<file path="src/rtl/smm_pkg.sv">
// smm_pkg: shared types and defaults for the systolic matrix-multiply driver.
//   smm_drv_state_t : driver FSM states
//   SMM_SIZE/SMM_WIDTHX/SMM_WIDTH : default matrix order and word widths
//   idx2rc()        : row-major element index -> {row, col}
package smm_pkg;

  typedef enum logic [1:0] {IDLE, ISSUE, WAIT, DRAIN} smm_drv_state_t;

  localparam int unsigned SMM_SIZE   = 2;
  localparam int unsigned SMM_WIDTHX = 8;
  localparam int unsigned SMM_WIDTH  = 4;
  localparam int unsigned SMM_IDX_W  = (SMM_SIZE > 1) ? $clog2(SMM_SIZE) : 1;

  typedef struct packed {
    logic [SMM_IDX_W-1:0] row;
    logic [SMM_IDX_W-1:0] col;
  } smm_rc_t;

  function automatic smm_rc_t idx2rc(input int unsigned idx, input int unsigned size);
    smm_rc_t rc;
    rc.row = SMM_IDX_W'(idx / size);
    rc.col = SMM_IDX_W'(idx % size);
    return rc;
  endfunction

endpackage

</file>
<file path="src/rtl/smm_result_buf.sv">
// smm_result_buf: SIZE*SIZE x WIDTH capture register with a row-major read mux.
//   clk_i, rst_ni : clock, asynchronous active-low reset
//   load_i        : capture prod_i this cycle
//   prod_i        : [SIZE][SIZE][WIDTH] product array from the core
//   sel_i         : row-major element index to read
//   data_o        : selected element
module smm_result_buf
  import smm_pkg::*;
#(
  parameter int unsigned SIZE  = SMM_SIZE,
  parameter int unsigned WIDTH = SMM_WIDTH
) (
  input  logic                                   clk_i,
  input  logic                                   rst_ni,
  input  logic                                   load_i,
  input  logic [SIZE-1:0][SIZE-1:0][WIDTH-1:0]   prod_i,
  input  logic [$clog2(SIZE*SIZE)-1:0]           sel_i,
  output logic [WIDTH-1:0]                       data_o
);

  // Packed [row][col] flattens so that element (r,c) sits at flat index r*SIZE+c,
  // which makes a plain copy row-major.
  logic [SIZE*SIZE-1:0][WIDTH-1:0] mem_q;

  always_ff @(posedge clk_i or negedge rst_ni) begin
    if (!rst_ni) begin
      mem_q <= '0;
    end else if (load_i) begin
      mem_q <= prod_i;
    end
  end

  assign data_o = mem_q[sel_i];

endmodule

</file>
<file path="src/rtl/systolic_mm_driver.sv">
// systolic_mm_driver: job initiator and result reader for the systolic MM core.
//   Accepts one job (SIZE A words, SIZE B words), streams it to the core one
//   word per cycle, waits for the core's done strobe, captures the SIZE x SIZE
//   product and returns it row-major on a valid/ready stream.
// Ports:
//   clock, nreset               : clock, asynchronous active-low reset
//   job_valid_i/job_ready_o     : job handshake; job_a_i/job_b_i word k at [k*WIDTHx +: WIDTHx]
//   mm_valid_o, mm_a_o, mm_b_o  : operand stream to the core
//   mm_ready_i, mm_prod_i       : core done strobe and product array
//   res_valid_o/res_ready_i     : result handshake
//   res_data_o, res_row_o, res_col_o, res_last_o : result element and position
//   timeout_o                   : sticky watchdog flag (only with SMM_DRV_TIMEOUT_EN)
// Build option: define SMM_DRV_TIMEOUT_EN to add the WAIT watchdog (TO_CYC cycles).
module systolic_mm_driver
  import smm_pkg::*;
#(
  parameter int unsigned SIZE   = SMM_SIZE,
  parameter int unsigned WIDTHx = SMM_WIDTHX,
  parameter int unsigned WIDTH  = SMM_WIDTH
`ifdef SMM_DRV_TIMEOUT_EN
  , parameter int unsigned TO_CYC = 64
`endif
) (
  input  logic                                   clock,
  input  logic                                   nreset,
  input  logic                                   job_valid_i,
  output logic                                   job_ready_o,
  input  logic [SIZE*WIDTHx-1:0]                 job_a_i,
  input  logic [SIZE*WIDTHx-1:0]                 job_b_i,
  output logic                                   mm_valid_o,
  output logic [WIDTHx-1:0]                      mm_a_o,
  output logic [WIDTHx-1:0]                      mm_b_o,
  input  logic                                   mm_ready_i,
  input  logic [SIZE-1:0][SIZE-1:0][WIDTH-1:0]   mm_prod_i,
  output logic                                   res_valid_o,
  input  logic                                   res_ready_i,
  output logic [WIDTH-1:0]                       res_data_o,
  output logic [$clog2(SIZE)-1:0]                res_row_o,
  output logic [$clog2(SIZE)-1:0]                res_col_o,
  output logic                                   res_last_o
`ifdef SMM_DRV_TIMEOUT_EN
  , output logic                                 timeout_o
`endif
);

  localparam int unsigned BW = (SIZE > 1) ? $clog2(SIZE) : 1;
  localparam int unsigned EW = $clog2(SIZE*SIZE);
  localparam int unsigned RW = $clog2(SIZE);

  smm_drv_state_t                state_q;
  logic [BW-1:0]                 beat_q;
  logic [EW-1:0]                 elem_q;
  // Word 0 goes out straight from the job inputs on the handshake edge, so only
  // words 1..SIZE-1 need latching; word j here is operand word j+1.
  logic [(SIZE-1)*WIDTHx-1:0]    a_q, b_q;
  logic                          mm_valid_q, res_valid_q, job_ready_q;
  logic [WIDTHx-1:0]             mm_a_q, mm_b_q;
  logic [WIDTHx-1:0]             nxt_a, nxt_b;
  logic [WIDTH-1:0]              buf_data;
  logic                          buf_load;
  smm_rc_t                       rc;
  logic                          elem_last;

`ifdef SMM_DRV_TIMEOUT_EN
  localparam int unsigned CW = $clog2(TO_CYC + 1);
  logic [CW-1:0]                 wait_cnt_q;
  logic                          timeout_q;
  assign timeout_o = timeout_q;
`endif

  always_comb begin
    nxt_a = a_q[32'(beat_q)*WIDTHx +: WIDTHx];
    nxt_b = b_q[32'(beat_q)*WIDTHx +: WIDTHx];
  end

  assign elem_last = (elem_q == EW'(SIZE*SIZE-1));
  assign buf_load  = (state_q == WAIT) && mm_ready_i;
  assign rc        = idx2rc(32'(elem_q), SIZE);

  smm_result_buf #(
    .SIZE  (SIZE),
    .WIDTH (WIDTH)
  ) u_buf (
    .clk_i  (clock),
    .rst_ni (nreset),
    .load_i (buf_load),
    .prod_i (mm_prod_i),
    .sel_i  (elem_q),
    .data_o (buf_data)
  );

  always_ff @(posedge clock or negedge nreset) begin
    if (!nreset) begin
      state_q     <= IDLE;
      beat_q      <= '0;
      elem_q      <= '0;
      a_q         <= '0;
      b_q         <= '0;
      mm_valid_q  <= 1'b0;
      mm_a_q      <= '0;
      mm_b_q      <= '0;
      res_valid_q <= 1'b0;
      job_ready_q <= 1'b0;
`ifdef SMM_DRV_TIMEOUT_EN
      wait_cnt_q  <= '0;
      timeout_q   <= 1'b0;
`endif
    end else begin
      case (state_q)
        IDLE: begin
          job_ready_q <= 1'b1;
          if (job_valid_i && job_ready_q) begin
            a_q         <= job_a_i[SIZE*WIDTHx-1:WIDTHx];
            b_q         <= job_b_i[SIZE*WIDTHx-1:WIDTHx];
            mm_valid_q  <= 1'b1;
            mm_a_q      <= job_a_i[WIDTHx-1:0];
            mm_b_q      <= job_b_i[WIDTHx-1:0];
            beat_q      <= '0;
            job_ready_q <= 1'b0;
            state_q     <= ISSUE;
          end
        end
        ISSUE: begin
          // beat_q names the word currently on mm_a_o/mm_b_o.
          if (beat_q == BW'(SIZE-1)) begin
            mm_valid_q <= 1'b0;
            mm_a_q     <= '0;
            mm_b_q     <= '0;
`ifdef SMM_DRV_TIMEOUT_EN
            wait_cnt_q <= '0;
`endif
            state_q    <= WAIT;
          end else begin
            beat_q <= beat_q + 1'b1;
            mm_a_q <= nxt_a;
            mm_b_q <= nxt_b;
          end
        end
        WAIT: begin
          if (mm_ready_i) begin
            elem_q      <= '0;
            res_valid_q <= 1'b1;
            state_q     <= DRAIN;
          end
`ifdef SMM_DRV_TIMEOUT_EN
          else if (wait_cnt_q == CW'(TO_CYC-1)) begin
            timeout_q   <= 1'b1;
            job_ready_q <= 1'b1;
            state_q     <= IDLE;
          end else begin
            wait_cnt_q <= wait_cnt_q + 1'b1;
          end
`endif
        end
        DRAIN: begin
          if (res_ready_i) begin
            if (elem_last) begin
              res_valid_q <= 1'b0;
              elem_q      <= '0;
              job_ready_q <= 1'b1;
              state_q     <= IDLE;
            end else begin
              elem_q <= elem_q + 1'b1;
            end
          end
        end
        default: state_q <= IDLE;
      endcase
    end
  end

  assign job_ready_o = job_ready_q;
  assign mm_valid_o  = mm_valid_q;
  assign mm_a_o      = mm_a_q;
  assign mm_b_o      = mm_b_q;
  assign res_valid_o = res_valid_q;
  assign res_data_o  = res_valid_q ? buf_data : '0;
  assign res_row_o   = res_valid_q ? RW'(rc.row) : '0;
  assign res_col_o   = res_valid_q ? RW'(rc.col) : '0;
  assign res_last_o  = res_valid_q && elem_last;

endmodule
</file>
<file path="config.mk">
export PLATFORM = sky130hd
export DESIGN_NAME = systolic_mm_driver
export DESIGN_NICKNAME = d
export VERILOG_FILES = /design/src/rtl/smm_pkg.sv /design/src/rtl/smm_result_buf.sv /design/src/rtl/systolic_mm_driver.sv
export SDC_FILE = /design/constraint.sdc
export NUM_CORES = 1
export LEC_CHECK = 0
export CORE_UTILIZATION = 36
export CTS_CLUSTER_DIAMETER = 60
export DETAILED_ROUTE_END_ITERATION = 7
export PLACE_DENSITY = 0.67
export SYNTH_ARGS = -nofsm -noshare
export SYNTH_HDL_FRONTEND = slang
export SYNTH_HIERARCHICAL = 1
export SYNTH_SLANG_ARGS = --single-unit
</file>
<file path="constraint.sdc">
create_clock -name clock -period 1.65 [get_ports clock]
set_input_delay 0.33 -clock clock [delete_from_list [all_inputs] [get_ports clock]]
set_output_delay 0.33 -clock clock [all_outputs]
set_load 0.005 [all_outputs]
</file>
==> flow_metrics.env <==
export IMPL_ant_nets=0
export IMPL_gp_congestion=0.714
export IMPL_period_share_pct=118
export IMPL_switching_power_uw=2160
export IMPL_cts_buffers=5
export IMPL_routedWlPerCell_um=15.0
export IMPL_first_global_vias=2023
export IMPL_hold_slack_ns=-0.000403
export IMPL_cts_path_max_buffers=2
export IMPL_rsz0062_at_grt="yes"
export IMPL_outcome="complete, but fails checks"
export IMPL_maxSlewHeadroom_pct=79.4
export IMPL_violations="negative hold slack, negative setup slack"
export IMPL_hold_viol_final=1
export IMPL_netlist_area_um2=2590
export IMPL_ys_seq_area_share_pct=54.2
export IMPL_cts_sinks=56
export IMPL_gr_total_overflow=0
export IMPL_fin_tns_setup_ns=-1.35
export IMPL_timing_final_max_slew_violations=0
export IMPL_ys_flop_type="dfrtp_1"
export IMPL_dp_cells=378
export IMPL_synth_largest_area_cell="dfrtp_1"
export IMPL_end_kind="primary output"
export IMPL_cp_required_ns=1.32
export IMPL_max_cap_violations=0
export IMPL_reg2reg_setup_slack_ns=0.01
export IMPL_cts_tree="done"
export IMPL_ys_seq_elements=56
export IMPL_yosys_warnings=6
export IMPL_clockRootBuffer="clkbuf_8"
export IMPL_arrival_ns=1.62
export IMPL_setup_viol_count_final=6
export IMPL_pin_count=79
export IMPL_layout_commonest_cell="clkdlybuf4s50_1"
export IMPL_firstDrtPassIters=4
export IMPL_diodes=0
export IMPL_clock_latency_ns=0.30
export IMPL_finalNonFillerCells=392
export IMPL_multi_input_comb_area_um2=1120
export IMPL_grt_pass1_wl_um=9620
export IMPL_chipWidth_um=86.8
export IMPL_fin_util_pct=54.8
export IMPL_p_sw_share_pct=32.1
export IMPL_antenna_found_initial=0
export IMPL_area_growth_pct=45.4
export IMPL_clock_fmax_mhz=513
export IMPL_fillerInstances=611
export IMPL_async_flop_share_pct=100
export IMPL_vdd_drop_max_mv=0.738
export IMPL_drt_iter0_drc=78
export IMPL_p_clk_share_pct=11.5
export IMPL_drive_above_1_share_pct=31.1
export IMPL_p_leak_uw=0.00160
export IMPL_power_frac_seq_pct=37.3
export IMPL_hold_class="primary input to asynchronous set/reset pin"
export IMPL_io_buffers=78
export IMPL_track_usage_pct=16.8
export IMPL_startpoint_type="flop"
export IMPL_path_max_fanout=5
export IMPL_die_area_um2=7530
export IMPL_p_int_uw=4580
export IMPL_vias_per_cell=4.77
export IMPL_synth_enable_flop_cells=0
export IMPL_comb_power_share_pct=51.2
export IMPL_postSynthNetCount=257
export IMPL_dpl_hpwl_um=4150
export IMPL_syn_avg_cell_area_um2=13.1
export IMPL_tightest_slew_ns=0.308
export IMPL_routed_wl_um=5870
export IMPL_setup_ws_ns=-0.301
export IMPL_cts_max_level=2
export IMPL_grt_max_degree=57
export IMPL_start_util_pct=37.7
export IMPL_dieHeight_um=86.8
export IMPL_nNetsFinal=355
export IMPL_netlist_top_cells_area="dfrtp_1 54%, mux2_2 10%, mux2_4 5.2%, a22oi_1 4.4%, mux4_1 4.1%"
export IMPL_yosysUniqueCellTypes=32
export IMPL_synth_top_area_share_pct=54.2
export IMPL_synthCells=197
export IMPL_vias=1869
export IMPL_layout_area_seq_um2=1410
export IMPL_crit_type="flop to primary output"
export IMPL_num_rows=30
export IMPL_period_needed_ns=1.95
export IMPL_final_cell_mix="70 x clkdlybuf4s50_1, 52 x dfrtp_1, 24 x mux2_2, 18 x nor2_1, 17 x a21oi_1"
export IMPL_p_per_area_nw_per_um2=1790
export IMPL_p_total_uw=6740
export IMPL_finClkSkew_ns=0.00706
export IMPL_cts_clk_slew_worst_paths_ns=0.10
export IMPL_core_area_um2=6870
export IMPL_drcViolationCount=0
synth_stat cells, drive strengths merged, types with 3 or more instances:
| cell | number |
|---|---|
| o21ai | 3 |
| nor2 | 18 |
| a22oi | 15 |
| mux4 | 4 |
| ha | 7 |
| buf | 10 |
| inv | 5 |
| mux2 | 33 |
| dfrtp | 56 |
| nand2 | 4 |
| a21oi | 19 |
| and2 | 8 |
flip-flops by register name, summed over array words and instances (netlist names):
| signal | cells |
|---|---|
| u_buf/mem_q | 16 |
| mm_a_o | 8 |
| job_ready_o | 1 |
| beat_q | 1 |
| b_q | 8 |
| mm_b_o | 8 |
| res_valid_o | 1 |
| a_q | 8 |
| mm_valid_o | 1 |
| elem_q | 2 |
| state_q | 2 |
power groups by stage:
stage / clock network [µW] / logic (µW) / registers [µW]
5_1_grt: 869 / 3770 / 2600
2_1_floorplan: 0 / 1890 / 2420
6_report: 777 / 3450 / 2510
3_3_place_gp: 0 / 3210 / 2490
4_1_cts: 815 / 3290 / 2510
3_5_place_dp: 0 / 3280 / 2520
routing by layer:
| metal | share of wire, % | vias to the layer above | routed length (µm) | GRT usage, % |
|---|---|---|---|---|
| li1 | - | 905 | - | - |
| met1 | 46 | 919 | 2720 | 22.1 |
| met2 | 49 | 37 | 2880 | 27.6 |
| met3 | 2.8 | 8 | 166 | 2.86 |
| met4 | 1.7 | 0 | 98 | 6.21 |
| met5 | 0 | - | 0 | 0 |
path summary, 6_finish.rpt:
kind                            start            end  cells past startpoint
min reg2reg                mm_valid_o     mm_valid_o                      1
max reg2reg                 elem_q[0]     state_q[1]                      8
max                         elem_q[0]  res_data_o[1]                      4
max in group asynchronous      nreset      elem_q[1]                      2
min                            nreset     state_q[1]                      2
min in group clock         mm_valid_o     mm_valid_o                      1
cell type report:
| class | count | area share [%] |
|---|---|---|
| sequential | 56 | 37.4 |
| multi-input combinational | 126 | 29.7 |
| timing repair buffer | 101 | 26.7 |
| tap | 96 | 3.19 |
| clock buffer | 6 | 2.19 |
| inverter | 5 | 0.499 |
| clock inverter | 2 | 0.366 |
critical path: stages (launching register included):
cell and delay, ns:
dfrtp_2 0.45, buf_6 0.12, mux4_2 0.49, and2_4 0.15, buf_6 0.10
what timing repair did:
action                                  CTS  global route
pin swaps                                 6             0
hold endpoints to repair                  0             0
setup buffers                             5             1
hold buffers                              0             0
resized for setup                        33            13
gates cloned                              0             0
endpoints found under the setup margin   47            59
stage by stage:
step | setup slack, ns | area, µm²
floorplan | 0.0391 | 2590
global placement | -0.344 | 3590
detailed placement | -0.378 | 3590
CTS | -0.320 | 3710
global route | -0.374 | 3760
finish | -0.301 | 3760
cells by family (layout without fill, tap and decap cells):
| logic type | after synthesis | after routing | share of synthesized area [%] |
|---|---|---|---|
| fa+ha+maj | 7 | 7 | 3.38 |
| buf+inv | 15 | 114 | 3.53 |
| compound gates | 45 | 45 | 12.0 |
| flops | 56 | 56 | 54.2 |
| mux | 38 | 38 | 20.1 |
| simple gates | 36 | 36 | 6.77 |
No activity file was read; power rests on OpenSTA's default activity.
